`src/rtl/pc_fetch_ctrl.sv`:
```
// Program counter and instruction-fetch request controller with req/gnt handshake,
// stall support, queued redirects while a request is outstanding, and misaligned-target trap.
module pc_fetch_ctrl #(
    parameter int          XLEN         = 32,
    parameter logic [31:0] RESET_VECTOR = 32'h0000_0000,
    parameter int          INC          = 4,
    parameter int          ALIGN_BITS   = 2,
    parameter logic [31:0] TRAP_VECTOR  = 32'h0000_0100
) (
    input  logic            clk,
    input  logic            rst,
    input  logic            stall_i,
    input  logic            redirect_i,
    input  logic [XLEN-1:0] redirect_target_i,
    output logic            imem_req_o,
    output logic [XLEN-1:0] imem_addr_o,
    input  logic            imem_gnt_i,
    output logic [XLEN-1:0] pc_o,
    output logic [XLEN-1:0] pc_plus_o,
    output logic            fetch_valid_o,
    output logic            fetch_kill_o,
    output logic            misalign_o,
    output logic [XLEN-1:0] bad_addr_o
);

    typedef enum logic [1:0] {
        S_IDLE  = 2'd0,
        S_REQ   = 2'd1,
        S_PEND  = 2'd2,
        S_STALL = 2'd3
    } state_t;

    state_t            state_q, state_d;
    logic [XLEN-1:0]   pc_q, pc_d;
    logic [XLEN-1:0]   pend_q, pend_d;
    logic [XLEN-1:0]   bad_addr_q, bad_addr_d;
    logic              valid_q, valid_d;
    logic              kill_q, kill_d;
    logic              mis_q, mis_d;
    logic              tgt_misaligned;
    logic [XLEN-1:0]   eff_target;
    logic [XLEN-1:0]   pc_inc;

    generate
        if (ALIGN_BITS > 0) begin : g_align_chk
            assign tgt_misaligned = |redirect_target_i[ALIGN_BITS-1:0];
        end else begin : g_no_align_chk
            assign tgt_misaligned = 1'b0;
        end
    endgenerate

    // A misaligned target is replaced by the trap vector before any queueing or PC update.
    assign eff_target = tgt_misaligned ? XLEN'(TRAP_VECTOR) : redirect_target_i;
    assign pc_inc     = pc_q + XLEN'(INC);

    // State register
    always_ff @(posedge clk) begin
        if (rst) begin
            state_q <= S_IDLE;
        end else begin
            state_q <= state_d;
        end
    end

    // Next-state logic
    always_comb begin
        state_d = state_q;
        case (state_q)
            S_IDLE:  state_d = stall_i ? S_STALL : S_REQ;
            S_REQ: begin
                if (imem_gnt_i)      state_d = stall_i ? S_STALL : S_REQ;
                else if (redirect_i) state_d = S_PEND;
            end
            S_PEND: begin
                if (imem_gnt_i) state_d = stall_i ? S_STALL : S_REQ;
            end
            S_STALL: state_d = stall_i ? S_STALL : S_REQ;
            default: state_d = S_IDLE;
        endcase
    end

    // Output logic
    always_comb begin
        imem_req_o = 1'b0;
        if (state_q == S_REQ || state_q == S_PEND) begin
            imem_req_o = 1'b1;
        end
    end

    // Datapath next-state
    always_comb begin
        pc_d       = pc_q;
        pend_d     = pend_q;
        bad_addr_d = bad_addr_q;
        valid_d    = 1'b0;
        kill_d     = 1'b0;
        mis_d      = 1'b0;
        if (redirect_i && tgt_misaligned) begin
            mis_d      = 1'b1;
            bad_addr_d = redirect_target_i;
        end
        case (state_q)
            S_REQ: begin
                if (imem_gnt_i) begin
                    pc_d    = redirect_i ? eff_target : pc_inc;
                    valid_d = ~redirect_i;
                    kill_d  = redirect_i;
                end else if (redirect_i) begin
                    pend_d = eff_target;
                end
            end
            S_PEND: begin
                if (imem_gnt_i) begin
                    pc_d   = redirect_i ? eff_target : pend_q;
                    kill_d = 1'b1;
                end else if (redirect_i) begin
                    pend_d = eff_target;
                end
            end
            default: begin
                // Nothing outstanding: a redirect lands on the PC directly.
                if (redirect_i) pc_d = eff_target;
            end
        endcase
    end

    always_ff @(posedge clk) begin
        if (rst) begin
            pc_q       <= XLEN'(RESET_VECTOR);
            pend_q     <= '0;
            bad_addr_q <= '0;
            valid_q    <= 1'b0;
            kill_q     <= 1'b0;
            mis_q      <= 1'b0;
        end else begin
            pc_q       <= pc_d;
            pend_q     <= pend_d;
            bad_addr_q <= bad_addr_d;
            valid_q    <= valid_d;
            kill_q     <= kill_d;
            mis_q      <= mis_d;
        end
    end

    assign imem_addr_o   = pc_q;
    assign pc_o          = pc_q;
    assign pc_plus_o     = pc_inc;
    assign fetch_valid_o = valid_q;
    assign fetch_kill_o  = kill_q;
    assign misalign_o    = mis_q;
    assign bad_addr_o    = bad_addr_q;

endmodule

```
`config.mk`:
```
export PLATFORM = sky130hd
export DESIGN_NAME = pc_fetch_ctrl
export DESIGN_NICKNAME = d
export VERILOG_FILES = /design/src/rtl/pc_fetch_ctrl.sv
export SDC_FILE = /design/constraint.sdc
export NUM_CORES = 1
export LEC_CHECK = 0
export CORE_MARGIN = 4
export CORE_UTILIZATION = 45
export DETAILED_ROUTE_END_ITERATION = 16
export PLACE_DENSITY = 0.76
export SLEW_MARGIN = 20
export SYNTH_ARGS = -nofsm -noshare
export SYNTH_HDL_FRONTEND = slang
export SYNTH_SLANG_ARGS = --single-unit
```
`constraint.sdc`:
```
create_clock -name clk -period 3.2 [get_ports clk]
set_clock_uncertainty 0.15 [all_clocks]
set_input_delay 0.48 -clock clk [delete_from_list [all_inputs] [get_ports clk]]
set_output_delay 0.48 -clock clk [all_outputs]
set_load 0.02 [all_outputs]
```
==> out/qor.txt <==
final slew viol count: 0
root buf cell: clkbuf_16
Power Density: 466 nW/um^2
most frequent cells in the layout: clkdlybuf4s50_1 (152), nand2_1 (126), dfxtp_1 (99)
Reg clk slew, reported paths: 70 ps
# H-tree levels: 3
Core ar.: 11,600 sq um
Vias: 5,978
Slew headroom: 0.573
number of port buffers: 168
worst slew pin tran: 640 ps
Sinks on Clock Net: 101
Power, Total: 0.00352 W
final setup fails: 0
Post-DP HPWL: 14,100 microns
largest net degree at the start of global routing: 49
full die area: 13,900 sq um
most common cell after layout, fill and taps aside: clkdlybuf4s50_1
critical path arrival: 2480 ps
register area share after synthesis: 0.372
global-route wire length before repair: 30,500 microns
n_diodes: 0
routed len/inst: 19.5 microns
WL final: 19,300 microns
R2R Setup Slk: 520 ps
Mapped Cells: 704
critical path peak fanout: 7
# IOs: 169
status: finished clean
hold crit path type: flop to flop
number of flops mapped to enable cells by yosys: 0
Top FF cell, synth: dfxtp_1
worst setup margin: 88.4 ps
Fin. Hold Viols: 0
unique cell type count in the Yosys netlist: 70
Max Freq: 0.321 GHz
drt pass-1 iters: 6
Peak supply drop: 250 uV
RSZ-0062 raised after global routing: false
maxcap violations: 0
Cell Rows: 39
Mapped Area: 5440 sq um
leakage power: 2.95 nW
fillers: 1,017
worst slack, placed: 211 ps
GRT Resource Usage Total: 0.267
flop and latch count out of synthesis: 101
Nets: 883
initial antenna violation count: 0
CP Cell Sequence: ha_1 > nand3_2 > or4_4 > o31a_1 > or2_1 > dlygate4sd2_1
Post-Syn Nets: 745
Overflow after GRT: 0
fin crit share: 0.972
critical path class: flop to primary output
Die Ht: 118 microns
share of layout cells above drive strength 1: 0.110
Initial Util: 0.468
Detail Route Antenna Nets: 0
1st-iter DRT viols: 772
DRC: 0
DIE WIDTH: 118 microns
Placement Cell Area: 7180 sq um
Synth warnings: 0
synthesis-to-finish area growth: 38.7%
ys async rst share: 0
Vias/cell: 6.04
crit end category: primary output
CTS tree: built
GPL Wtd Cong: 0.943
Final Cell Area: 7540 sq um
deepest clock path buffer count: 2
Final min period: 3110 ps
Crit path required time: 2570 ps
slowest stage cell on the critical path: or4_4
synthesized area per cell: 7.73 sq um
CTS Buf Count: 9
Setup TNS: 0 ps
nature of the critical path startpoint: flop
vias in the first global route: 5,651
Clock Latency Late Sink: 350 ps
CP max stage delay: 520 ps
## cell type report
cell class                      instances  area [sq um]  area share
Timing Repair Buffer                  214          2050       0.271
Inverter                               14          52.6     0.00697
Sequential cell                       101          2020       0.268
Multi-Input combinational cell        502          2930       0.389
Clock buffer                           11           253      0.0335
Clock inverter                          5          57.6     0.00763
Tap cell                              143           179      0.0237
## cell families after synthesis
kind of cell,after synthesis,share of synthesized area
adders and majority gates,4,0.00920
muxes,3,0.00575
AOI/OAI and AO/OA,189,0.224
and+or+nand+nor,281,0.253
xor gates and xnor gates,25,0.0402
DFF,101,0.372
buffers and inverters,101,0.0966
## cells in the mapped netlist, types with 3 or more instances
cell	number	area, sq um
o31ai_1	6	45.0
a22o_1	3	26.3
a21o_1	5	37.5
nor4_1	6	37.5
a21oi_1	92	460
buf_2	6	30.0
a31o_2	5	43.8
nand3_1	41	205
nand2_1	126	473
ha_1	4	50.1
nor2b_1	4	25.0
a211oi_1	3	22.5
nor2_1	35	131
a221oi_1	7	61.3
xor2_1	9	78.8
buf_1	10	37.5
nor4_2	3	37.5
or3_1	3	18.8
dfxtp_1	101	2020
nand4_1	8	50.1
buf_4	35	263
a31oi_1	8	50.1
and3_1	14	87.6
a32o_1	4	40.0
clkbuf_1	35	131
nor3_1	18	90.1
o31a_1	3	26.3
a32oi_1	11	96.3
xnor2_1	16	140
and2_1	3	18.8
o21ai_0	15	75.1
inv_1	13	48.8
o211ai_1	4	30.0
## critical path, delay by kind of cell, from the launching register on
family | cells | cell delay, ps
compound gates | 1 | 340
fa+ha+maj | 1 | 220
buf+inv | 1 | 320
flops | 1 | 350
simple gates | 3 | 900
## state kept, by name, summed over array words and instances (netlist names)
signal and cells:
state_q 2, fetch_valid_o 1, pend_q 32, bad_addr_o 32, misalign_o 1, fetch_kill_o 1
imem_addr_o 32
## stage by stage
step | hold slack [ps] | cells | utilization
6_report | 305 | 990 | 0.650
5_1_grt | 325 | 990 | 0.650
4_1_cts | 306 | 990 | 0.646
3_5_place_dp | 296 | 972 | 0.619
3_3_place_gp | 290 | 972 | 0.619
2_1_floorplan | 282 | 704 | -
## routing by layer
| metal | global-route usage | part of all wire | wire length, microns |
|---|---|---|---|
| met4 | 0.0864 | 0.022 | 433 |
| met5 | 0 | 0 | 0 |
| met2 | 0.419 | 0.44 | 8590 |
| met1 | 0.361 | 0.42 | 8090 |
| met3 | 0.0649 | 0.12 | 2220 |
## report_power, final
group          switching (W)  total, W  internal [W]
combinational       0.000574  0.000978      0.000404
clock               0.000505   0.00116      0.000652
sequential         0.0000649   0.00138       0.00132
total                0.00114   0.00352       0.00237
## path summary, 6_finish.rpt
path | start | endpoint | cells after the start
worst max-delay path | imem_addr_o[2] | pc_plus_o[26] | 6
worst min register to register | bad_addr_o[27] | bad_addr_o[27] | 2
worst max register to register | state_q[1] | imem_addr_o[9] | 8
worst min-delay path | bad_addr_o[27] | bad_addr_o[27] | 2
## timing repair
item,4_1_cts,5_1_grt
hold buffers,0,0
gates resized for setup,8,13
pin swaps,1,0
endpoints found under the setup margin,13,11
setup buffers,2,0
Note: power is estimated with default switching activity, not from simulation.
